## src/rtl/m_store_buffer_pkg.sv

```systemverilog
// Shared definitions for the M-stage store buffer: store op codes, byte-enable
// constants, the buffered entry record and the lane-merge helper.
`timescale 1ns/1ps
package m_store_buffer_pkg;

  localparam logic [1:0] ST_SW   = 2'b00;
  localparam logic [1:0] ST_SH   = 2'b01;
  localparam logic [1:0] ST_SB   = 2'b10;
  localparam logic [1:0] ST_NONE = 2'b11;

  localparam logic [3:0] BE_WORD = 4'b1111;
  localparam logic [3:0] BE_LO   = 4'b0011;
  localparam logic [3:0] BE_HI   = 4'b1100;

  // Word-address field is sized for the widest supported AW; narrower builds zero-extend.
  localparam int SB_MAX_AW = 64;
  localparam int SB_WORD_W = SB_MAX_AW - 2;

  typedef struct packed {
    logic [SB_WORD_W-1:0] word;
    logic [31:0]          wdata;
    logic [3:0]           byteen;
  } sb_entry_t;

  function automatic logic [31:0] merge_lanes(input logic [31:0] old_d,
                                              input logic [31:0] new_d,
                                              input logic [3:0]  be);
    logic [31:0] res;
    for (int b = 0; b < 4; b++) begin
      res[8*b +: 8] = be[b] ? new_d[8*b +: 8] : old_d[8*b +: 8];
    end
    return res;
  endfunction

endpackage

```

## src/rtl/m_store_buffer_store_align.sv

```systemverilog
// Combinational store aligner: replicates rt into byte lanes, builds byte
// enables and flags misaligned SW/SH.
`timescale 1ns/1ps
module store_align
  import m_store_buffer_pkg::*;
(
  input  logic [1:0]  op_i,
  input  logic [1:0]  addr_i,
  input  logic [31:0] data_i,
  output logic [31:0] wdata_o,
  output logic [3:0]  byteen_o,
  output logic        misaligned_o
);

  always_comb begin
    wdata_o      = '0;
    byteen_o     = '0;
    misaligned_o = 1'b0;
    case (op_i)
      ST_SW: begin
        wdata_o      = data_i;
        byteen_o     = BE_WORD;
        misaligned_o = (addr_i != 2'b00);
      end
      ST_SH: begin
        wdata_o      = {2{data_i[15:0]}};
        byteen_o     = addr_i[1] ? BE_HI : BE_LO;
        misaligned_o = addr_i[0];
      end
      ST_SB: begin
        wdata_o  = {4{data_i[7:0]}};
        byteen_o = 4'b0001 << addr_i;
      end
      default: ;
    endcase
  end

endmodule

```

## src/rtl/m_store_buffer.sv

```systemverilog
// Store buffer between M stage and data memory: aligns, filters misaligned stores,
// queues entries and drains them in order. STORE_MERGE_EN enables tail merging.
`timescale 1ns/1ps
module m_store_buffer
  import m_store_buffer_pkg::*;
#(
  parameter int DEPTH = 4,
  parameter int AW    = 32
) (
  input  logic          clk,
  input  logic          reset_n,
  input  logic          st_valid,
  input  logic [1:0]    st_op,
  input  logic [AW-1:0] st_addr,
  input  logic [31:0]   st_data,
  output logic          st_ready,
  output logic          st_ades,
  output logic          mem_req,
  output logic [AW-1:0] mem_addr,
  output logic [31:0]   mem_wdata,
  output logic [3:0]    mem_byteen,
  input  logic          mem_ack,
  input  logic [AW-1:0] ld_addr,
  output logic          ld_hit,
  output logic          empty
);

  localparam int PW = $clog2(DEPTH);

  sb_entry_t    ent_q [DEPTH];
  logic [PW-1:0] head_q, head_d, tail_q, tail_d;
  logic [PW:0]   count_q, count_d;
  logic          ades_q, ades_d;

  logic [31:0]   al_wdata;
  logic [3:0]    al_be;
  logic          al_mis;
  sb_entry_t     new_ent, head_ent, wr_ent;
  logic [PW-1:0] wr_idx;
  logic          full, merge_possible, accept, push, pop, do_merge, wr_en;
  logic [DEPTH-1:0] ent_valid;
  logic          unused_ld_lo;

  store_align u_align (
    .op_i         (st_op),
    .addr_i       (st_addr[1:0]),
    .data_i       (st_data),
    .wdata_o      (al_wdata),
    .byteen_o     (al_be),
    .misaligned_o (al_mis)
  );

  assign new_ent = '{word: SB_WORD_W'(st_addr[AW-1:2]), wdata: al_wdata, byteen: al_be};
  assign full    = (count_q == (PW+1)'(DEPTH));

`ifdef STORE_MERGE_EN
  logic [PW-1:0] last_idx;
  assign last_idx = tail_q - 1'b1;
  // count>=2 keeps the merge target away from the entry currently presented to memory.
  assign merge_possible = (count_q >= (PW+1)'(2)) && (st_op != ST_NONE) && !al_mis &&
                          (ent_q[last_idx].word == new_ent.word);
`else
  assign merge_possible = 1'b0;
`endif

  // Upstream: a store transfers when st_valid && st_ready && st_op!=ST_NONE at a rising edge.
  // Downstream: head transfers when mem_req && mem_ack at a rising edge; mem_* hold while waiting.
  assign st_ready = !full || merge_possible;
  assign accept   = st_valid && st_ready && (st_op != ST_NONE);
  assign do_merge = accept && merge_possible;
  assign push     = accept && !al_mis && !merge_possible;
  assign mem_req  = (count_q != '0);
  assign pop      = mem_req && mem_ack;
  assign ades_d   = accept && al_mis;

  always_comb begin
    wr_en  = push || do_merge;
    wr_idx = tail_q;
    wr_ent = new_ent;
`ifdef STORE_MERGE_EN
    if (do_merge) begin
      wr_idx        = last_idx;
      wr_ent        = ent_q[last_idx];
      wr_ent.wdata  = merge_lanes(ent_q[last_idx].wdata, al_wdata, al_be);
      wr_ent.byteen = ent_q[last_idx].byteen | al_be;
    end
`endif
  end

  assign head_d  = head_q + PW'(pop);
  assign tail_d  = tail_q + PW'(push);
  assign count_d = count_q + (PW+1)'(push) - (PW+1)'(pop);

  always_ff @(posedge clk or negedge reset_n) begin
    if (!reset_n) begin
      head_q  <= '0;
      tail_q  <= '0;
      count_q <= '0;
      ades_q  <= 1'b0;
      for (int i = 0; i < DEPTH; i++) ent_q[i] <= '0;
    end else begin
      head_q  <= head_d;
      tail_q  <= tail_d;
      count_q <= count_d;
      ades_q  <= ades_d;
      if (wr_en) ent_q[wr_idx] <= wr_ent;
    end
  end

  assign head_ent   = ent_q[head_q];
  assign st_ades    = ades_q;
  assign mem_addr   = mem_req ? AW'({head_ent.word, 2'b00}) : '0;
  assign mem_wdata  = mem_req ? head_ent.wdata : '0;
  assign mem_byteen = mem_req ? head_ent.byteen : '0;
  assign empty      = (count_q == '0);

  // An entry is live when its distance from the head is below the count.
  always_comb begin
    ld_hit = 1'b0;
    for (int i = 0; i < DEPTH; i++) begin
      ent_valid[i] = ({1'b0, PW'(i) - head_q} < count_q);
      if (ent_valid[i] && (ent_q[i].word == SB_WORD_W'(ld_addr[AW-1:2]))) ld_hit = 1'b1;
    end
  end

  assign unused_ld_lo = ^ld_addr[1:0];

endmodule

```

## config.mk

```make
export PLATFORM = sky130hd
export DESIGN_NAME = m_store_buffer
export DESIGN_NICKNAME = d
export VERILOG_FILES = /design/src/rtl/m_store_buffer_pkg.sv /design/src/rtl/m_store_buffer_store_align.sv /design/src/rtl/m_store_buffer.sv
export SDC_FILE = /design/constraint.sdc
export NUM_CORES = 1
export LEC_CHECK = 0
export BUFFER_PORTS_ARGS = -buffer_cell sky130_fd_sc_hd__buf_2
export CORE_UTILIZATION = 57
export DETAILED_ROUTE_END_ITERATION = 12
export GPL_TIMING_DRIVEN = 1
export PLACE_DENSITY_LB_ADDON = 0.05
export REMOVE_ABC_BUFFERS = 1
export SYNTH_ARGS = -nofsm -noshare
export SYNTH_HDL_FRONTEND = slang
export SYNTH_SLANG_ARGS = --single-unit
```

## constraint.sdc

```tcl
create_clock -name clk -period 4.3 [get_ports clk]
set_clock_uncertainty 0.2 [all_clocks]
set_input_delay 0.86 -clock clk [delete_from_list [all_inputs] [get_ports clk]]
set_output_delay 0.86 -clock clk [all_outputs]
set_load 0.05 [all_outputs]
```

Yosys cells after proc, flatten, opt, wreduce, memory -nomap -nowiden
Cells that the tools add are included.

cells by class
  $add $sub $neg = 8
  multiply operators = 0
  div/mod/pow operators = 0
  $lt $le $gt $ge = 7
  equality and inequality tests = 8
  shifts and indexed selects = 1
  mux-type cells = 17
  bitwise gates (word level) = 2
  reduce and logical (&&, ||, !) cells = 16

operator list
  cell                 number
  $bwmux 392           1
  $eq 62x30->1         4
  $bmux 98 s2          1
  $demux 98 s2         1
  $mux 66              2
  $mux 98              1
  $pmux 32 s3          1
  $mux 32              2
  $lt 2x3->1           4
  $pmux 4 s3           1
  $logic_and 1x1->1    10
  $mux 4               2
  $ge 3x3->1 const B   2
  $not 2->3            2
  $add 2x1->2          2
  $mux 1               4
  $shl 1x2->4 const A  1
  $sub 1x2->2 const A  2
  $sub 2x2->2 const A  2
  $add 3x1->3          1
  $eq 3x3->1 const B   1
  $logic_not 3->1      1
  $lt 3x1->1 const B   1
  $reduce_bool 3->1    1
  other kinds (8)      9

word-level totals
  bits in registers = 400
  latch bits = 0
  bits in writable memories = 0
  ROM bits = 0
  output and inout bits = 73
  logic and storage cells = 75
  memories kept = 0

Longest topological paths before layout
Gate-level depths: netlist of the first run.

  depth after elaboration = 7
  mapped depth = 10

Hierarchy
A second synthesis of the first run with hierarchy kept.

second synthesis, totals
  cell total of the unflattened synthesis = 1019
  area total of the unflattened synthesis = 14614.0 um2

modules (own cells, without submodules)
  module          times used  cells each  area each (um2)  sequential area each (um2)
  m_store_buffer  1           937         14064.7          6806.5
  store_align     1           82          549.3            0.0

Worst setup path before layout of the first run
Ideal clock, no wire load.

  path type = reg2out
  from = register head_q[1]
  to = output port ld_hit
  arrival = 2.260 ns
  required time = 3.240 ns
  path slack = 0.980 ns
  stages on the path, launching flop included = 9
  path buffers = 2
  cell sequence = dfrtp_1 -> clkbuf_1 -> buf_1 -> inv_1 -> ha_1 -> a2111oi_0 -> nand4_1 -> nor4_1 -> or4_1

on the way
  cells in the longest elaborated chain, start to end = 7
  elaborated cells between the ends (all ways) = 16
  classes of those cells = add/sub: 4; order compare: 4; mux: 4; reduce/logical: 4

ends and longest elaborated chain
  element                   RTL line               text
  start: declaration        m_store_buffer.sv:31   logic [PW-1:0] head_q, head_d, tail_q, tail_d;
  start signal: assignment  m_store_buffer.sv:96   head_q <= '0;
  start signal: assignment  m_store_buffer.sv:102  head_q <= head_d;
  $sub 1x2->2               m_store_buffer.sv:121  ent_valid[i] = ({1'b0, PW'(i) - head_q} < count_q);
  $lt 2x3->1                m_store_buffer.sv:121
  $logic_and 1x1->1         m_store_buffer.sv:122  if (ent_valid[i] && (ent_q[i].word == SB_WORD_W'(ld_addr[AW-1:2]))) ld_hit = 1'b1;
  $mux 1 (3 in a row)       m_store_buffer.sv:122
  $mux 1 *                  m_store_buffer.sv:122
  end: declaration          m_store_buffer.sv:24   output logic ld_hit,

Every way passes the cells marked *; elsewhere a longest branch is shown, timed or not.

Worst setup path after layout of the first run
  from = input port ld_addr[28]
  to = output port ld_hit

on the way
  cells in the longest elaborated chain, start to end = 6
  elaborated cells between the ends (all ways) = 12
  classes of those cells = eq/ne: 4; mux: 4; reduce/logical: 4

ends and longest elaborated chain
  element              RTL line               text
  start: declaration   m_store_buffer.sv:23   input logic [AW-1:0] ld_addr,
  $eq 62x30->1         m_store_buffer.sv:122
  $logic_and 1x1->1    m_store_buffer.sv:122
  $mux 1 (3 in a row)  m_store_buffer.sv:122
  $mux 1 *             m_store_buffer.sv:122

Marks and branches as above.

==> results of run 1 <==
[path summary, 6_finish.rpt]
check,cells past startpoint,endpoint,from
max,7,ld_hit,ld_addr[28]
min,1,ent_q[345]$_DFFE_PN0P_,reset_n
max reg2reg,8,count_q[2]$_DFF_PN0_,count_q[2]$_DFF_PN0_
min reg2reg,1,ent_q[30]$_DFFE_PN0P_,ent_q[30]$_DFFE_PN0P_
max in group asynchronous,2,ent_q[209]$_DFFE_PN0P_,reset_n
min in group clk,1,ent_q[30]$_DFFE_PN0P_,ent_q[30]$_DFFE_PN0P_
[metrics by stage]
stage | setup TNS [ns] | hold slack [ns] | total power (W)
2_1_floorplan | -192.37 | 0.259 | 0.0107
3_3_place_gp | 0 | 0.269 | 0.0125
3_5_place_dp | 0 | 0.279 | 0.0126
4_1_cts | 0 | 0.185 | 0.0153
5_1_grt | 0 | 0.225 | 0.0159
6_report | 0 | 0.140 | 0.0151
[layout make-up]
class,count,share of cell area
Timing Repair Buffer,192,0.0684
Sequential cell,272,0.405
Clock inverter,8,0.00624
Inverter,19,0.00424
Tap cell,330,0.0245
Clock buffer,45,0.0539
Multi-Input combinational cell,678,0.438
Antenna cell,2,0.000297
[layer usage]
layer	vias to the layer above	global-route usage	part of all wire	wire length, um
li1	4028	-	-	-
met1	4684	0.379	0.43	15200
met2	217	0.459	0.49	17200
met3	57	0.0336	0.046	1610
met4	0	0.0858	0.028	995
met5	-	0	0	0
[sequential cells by signal, summed over array words and instances, names as in the netlist]
signal / count
count_q: 3
ent_q: 264
head_q: 2
st_ades: 1
tail_q: 2
[cell usage in the layout, fill, tap and decap left out, drive strengths merged, types with 4 or more instances in the layout]
cell,n
nand4,8
clkinv,5
nor4,23
ha,8
and2,75
nor3,4
o21ai,26
nand3,7
a2111oi,4
nand2,18
mux2,264
clkbuf,45
nand3b,9
inv,20
xor2,106
mux2i,16
dfrtp,272
xnor2,19
mux4,66
buf,192
a21oi,6
[cells by family (layout without fill, tap and decap cells)]
group / count (synthesis) / after routing / synth area share
AND/OR/NAND/NOR: 153 / 153 / 0.0647
buffers and inverters: 83 / 264 / 0.0360
multiplexers: 346 / 346 / 0.335
flip-flops: 272 / 272 / 0.464
other: 1 / 4 / 0.000256
adder cells (fa/ha/maj): 9 / 9 / 0.00819
AO/OA/AOI/OAI: 43 / 43 / 0.0167
XOR/XNOR: 125 / 125 / 0.0746
[power by group through the flow]
stage	registers [W]	clock network [W]	logic [W]
floorplan	0.00469	0	0.00602
global placement	0.00477	0	0.00768
detailed placement	0.00482	0	0.00777
CTS	0.00480	0.00266	0.00779
global route	0.00497	0.00276	0.00818
finish	0.00480	0.00262	0.00771
==> results.py, run 1 <==
metrics = {
    "critical_path": {
        "path_buf_inv": 2,
        "crit_fanout": 4,
        "path_cells": "buf_2 > xor2_1 > nor4_1 > nand4_1 > a2111oi_0 > or4_1 > buf_2",
        "cp.required_ns": 3.24,
        "startpoint_type": "input pin",
        "cp_slowest_cell": "nor4_1",
        "cp.arrival_ns": 2.82,
        "crit_path_max_incr_delay_ns": 0.59,
        "end_kind": "output pin",
        "r2r_slack_ns": 1.21,
        "critPathTopFamily": "simple AND/OR/NAND/NOR gates",
        "path_class": "in2out",
        "crit_top_cell": "buf_2",
    },
    "sta": {
        "fin_ws_ns": 0.422,
        "fmax_ghz": 0.258,
        "period_minus_slack_ns": 3.88,
        "max_slew_margin": 0.391,
        "hold_viol": 0,
        "drv_slew": 0,
        "rsz0062_at_grt": "false",
        "period_share": 0.902,
        "tightestPinTransition_ns": 0.911,
        "setup_violations": 0,
    },
    "synth": {
        "synth.cell_area_um2": 14700,
        "ys_top_cells_by_area": "dfrtp_1, mux4_2, mux2_4, mux2_2, xor2_1",
        "yosysTopAreaCell": "dfrtp_1",
        "yosysMostFrequentCell": "dfrtp_1",
        "synthCells": 1032,
        "seq_area_frac_synth": 0.464,
        "avgSynthCellArea_um2": 14.2,
        "synthArstFlopShare": 1.00,
        "synth-edff-count": 0,
        "yosys_warnings": 0,
        "yosysTopAreaCellShare": 0.464,
        "ys_top_cells_by_count": "dfrtp_1, xor2_1, mux2_2, mux2_1, mux2_4",
        "synth_cell_types": 44,
        "ys_seq_elements": 272,
        "yosys_most_used_dff": "dfrtp_1",
    },
    "clocking": {
        "cts.path.max_buffers": 3,
        "postCtsSetupRepairBufs": 0,
        "cts-buffers-inserted": 30,
        "cts_hold_buf": 0,
        "cts-root-buf": "clkbuf_16",
        "cts_resized": 0,
        "clock_sinks": 272,
        "insertion_delay_ns": 0.56,
        "cts_tree": "done",
        "cts.clk_slew.worst_paths_ns": 0.06,
        "htreeDepth": 1,
    },
    "cells_and_area": {
        "design_area_um2": 16800,
        "drive_gt1_frac": 0.413,
        "multi_input_area_um2": 7370,
        "area_delta_synth_final_pct": 14.8,
        "instances_no_fill": 1546,
        "fill_cells": 1905,
        "utilization": 0.668,
        "nets": 1304,
        "seqCellArea_um2": 6810,
    },
    "power_and_ir_drop": {
        "swShare": 0.423,
        "switching_power_w": 0.00640,
        "pwr-share-clk": 0.173,
        "leakage_nw": 7.69,
        "p_comb_frac": 0.510,
        "power_frac_seq": 0.317,
        "power_per_cell_area_nw_per_um2": 899,
        "peakVddDrop_v": 0.000498,
        "p_int_w": 0.00874,
    },
    "route": {
        "drc_errors": 0,
        "firstDrtPassIters": 4,
        "wl_um": 35000,
        "detailedRoute.firstIterationViolations": 614,
        "viasPerCell": 5.81,
        "vias": 8986,
        "ant_nets": 0,
        "post_drt_wl_per_cell_um": 22.6,
    },
    "floorplan": {
        "io_pins": 175,
        "die_area_um2": 26400,
        "start_util": 0.582,
        "rows": 58,
        "fp.coreArea_um2": 25200,
        "die_x_um": 162,
        "die_y_um": 162,
    },
    "global_route": {
        "overflow": 0,
        "grt_pass1_vias": 9451,
        "antenna_found_initial": 0,
        "grt_pass1_wl_um": 55200,
        "grt_max_degree": 105,
        "grt_use_total": 0.276,
    },
    "placed_design": {
        "dpl_worst_slack_ns": 0.535,
        "dpl_cell_area_um2": 15800,
        "port_buffers": 170,
        "post-dp-hpwl_um": 22900,
        "numPlacedInstances": 1491,
        "gp_congestion": 0.870,
    },
    "worst_hold_path": {
        "hp-class": "in2async",
    },
    "job": {
        "maxCapViolations": 0,
    },
    "status": {
        "outcome": "complete, no violations",
    },
}
No activity file was read; power rests on OpenSTA's default activity.
==> run 2: changes to the inputs <==
--- a/config.mk
+++ b/config.mk
@@ -9,7 +9,7 @@
 export CORE_UTILIZATION = 57
 export DETAILED_ROUTE_END_ITERATION = 12
 export GPL_TIMING_DRIVEN = 1
-export PLACE_DENSITY_LB_ADDON = 0.05
+export PLACE_DENSITY = 0.78
 export REMOVE_ABC_BUFFERS = 1
 export SYNTH_ARGS = -nofsm -noshare
 export SYNTH_HDL_FRONTEND = slang
==> results.py, run 2 (synthesis gave the netlist of run 1 again) <==
metrics = {
    "status": {
        "outcome": "complete, no violations",
    },
    "placed_design": {
        "numPlacedInstances": 1490,
        "port_buffers": 170,
        "post-dp-hpwl_um": 23400,
        "gp_congestion": 0.930,
        "dpl_cell_area_um2": 15700,
        "dpl_worst_slack_ns": 0.647,
    },
    "cells_and_area": {
        "drive_gt1_frac": 0.417,
        "nets": 1302,
        "instances_no_fill": 1548,
        "utilization": 0.668,
        "layout_common_cells": "dfrtp_1, buf_2, xor2_1",
        "final_common_cell": "dfrtp_1",
        "area_delta_synth_final_pct": 14.8,
        "top_regs": "ent_q (264), count_q (3)",
        "largest_reg_flops": 264,
        "fill_cells": 1845,
        "regMostFlops": "ent_q",
        "design_area_um2": 16800,
    },
    "floorplan": {
        "die_y_um": 162,
        "die_x_um": 162,
        "start_util": 0.582,
        "rows": 58,
        "die_area_um2": 26400,
        "io_pins": 175,
        "fp.coreArea_um2": 25200,
    },
    "clocking": {
        "cts.path.max_buffers": 3,
        "cts_hold_buf": 0,
        "htreeDepth": 1,
        "cts.clk_slew.worst_paths_ns": 0.06,
        "insertion_delay_ns": 0.55,
        "postCtsSetupRepairBufs": 0,
        "cts-buffers-inserted": 29,
        "clock_sinks": 272,
        "cts-root-buf": "clkbuf_16",
        "cts_resized": 0,
        "cts_tree": "done",
    },
    "sta": {
        "fin_ws_ns": 0.210,
        "drv_slew": 0,
        "rsz0062_at_grt": "false",
        "fmax_ghz": 0.244,
        "period_share": 0.951,
        "setup_violations": 0,
        "tightestPinTransition_ns": 1.08,
        "max_slew_margin": 0.277,
        "hold_viol": 0,
        "period_minus_slack_ns": 4.09,
        "timing.setup.tns_ns": 0,
    },
    "critical_path": {
        "rr_worst_depth": 8,
        "cp_slowest_cell": "dfrtp_4",
        "crit_fanout": 22,
        "end_kind": "output pin",
        "r2r_slack_ns": 1.24,
        "path_buf_inv": 1,
        "cp.arrival_ns": 3.03,
        "startpoint_type": "register",
        "r2r_start": "count_q[2]$_DFF_PN0_",
        "cp.required_ns": 3.24,
        "r2r-end": "count_q[2]$_DFF_PN0_",
        "crit_path_max_incr_delay_ns": 0.74,
        "path_class": "reg2out",
        "critPathTopFamily": "flip-flops",
        "path_cells": "xnor2_1 > ha_1 > a21oi_1 > nand3_1 > a2111oi_0 > or4_1 > buf_2",
    },
    "power_and_ir_drop": {
        "leakage_nw": 7.70,
        "peakVddDrop_v": 0.000577,
        "power_per_cell_area_nw_per_um2": 915,
    },
    "global_route": {
        "grt_pass1_wl_um": 55900,
        "grt_use_total": 0.280,
        "antenna_found_initial": 3,
        "grt_max_degree": 102,
        "overflow": 0,
        "grt_pass1_vias": 9676,
    },
    "route": {
        "ant_nets": 0,
        "detailedRoute.firstIterationViolations": 629,
        "drc_errors": 0,
        "wl_um": 35500,
        "firstDrtPassIters": 4,
        "vias": 9180,
        "post_drt_wl_per_cell_um": 22.9,
        "viasPerCell": 5.93,
    },
    "worst_hold_path": {
        "hp-class": "in2async",
    },
    "job": {
        "maxCapViolations": 0,
    },
}
## run 2: changes by cell type in the layout (fill, tap and decap cells not counted), sizes merged
cell      delta
buf          -1
clkinvlp     +2
clkbuf      -10
bufinv       +5
clkinv       +4
diode        +2
## run 2: worst max path at each step
stage / startpoint / end / slack [ns] / depth (start not counted)
final: head_q[0]$_DFF_PN0_ / ld_hit / 0.21 / 7
after CTS: head_q[0]$_DFF_PN0_ / ld_hit / 0.22 / 8
after floorplan: st_op[0] / ent_q[100]$_DFFE_PN0P_ / -1.27 / 5
after detailed placement: ld_addr[28] / ld_hit / 0.65 / 7
after global placement: ld_addr[28] / ld_hit / 0.59 / 7
after global routing: head_q[0]$_DFF_PN0_ / ld_hit / 0.02 / 8
## run 2: through the flow
stage / total power, W / hold slack, ns
final: 0.0154 / 0.127
after global routing: 0.0161 / 0.191
after CTS: 0.0155 / 0.175
after detailed placement: 0.0126 / 0.282
after global placement: 0.0124 / 0.268
after floorplan: 0.0107 / 0.259
## run 2: where the power goes
group	switching, W	leakage (nW)	internal, W
combinational	0.00440	3.82	0.00333
clock	0.00109	0.540	0.00176
sequential	0.00101	3.33	0.00382
## run 2: worst register-to-register path, stage by stage (launching register included)
cell and delay [ns]:
dfrtp_1 0.42, or3_2 0.83, and2_1 0.33, ha_1 0.27
inv_1 0.04, ha_1 0.18, fa_1 0.41, xnor2_1 0.15
xnor2_1 0.12
## run 2: cell type report
class                      instances  area, um^2  area share
antenna                            4        10.0    0.000595
clock buffer                      35         808      0.0480
clock inverter                    19         283      0.0168
inverter                          19        71.3     0.00424
multi-input combinational        678        7370       0.438
sequential                       272        6810       0.405
tap                              330         413      0.0245
timing repair buffer             191        1070      0.0635
## run 2: per-layer routing
metal | vias to the layer above | GRT usage | share of wire
met4 | 2 | 0.0995 | 0.034
li1 | 4023 | - | -
met1 | 4783 | 0.369 | 0.42
met2 | 293 | 0.469 | 0.49
met3 | 79 | 0.0448 | 0.060
met5 | - | 0 | 0.00028
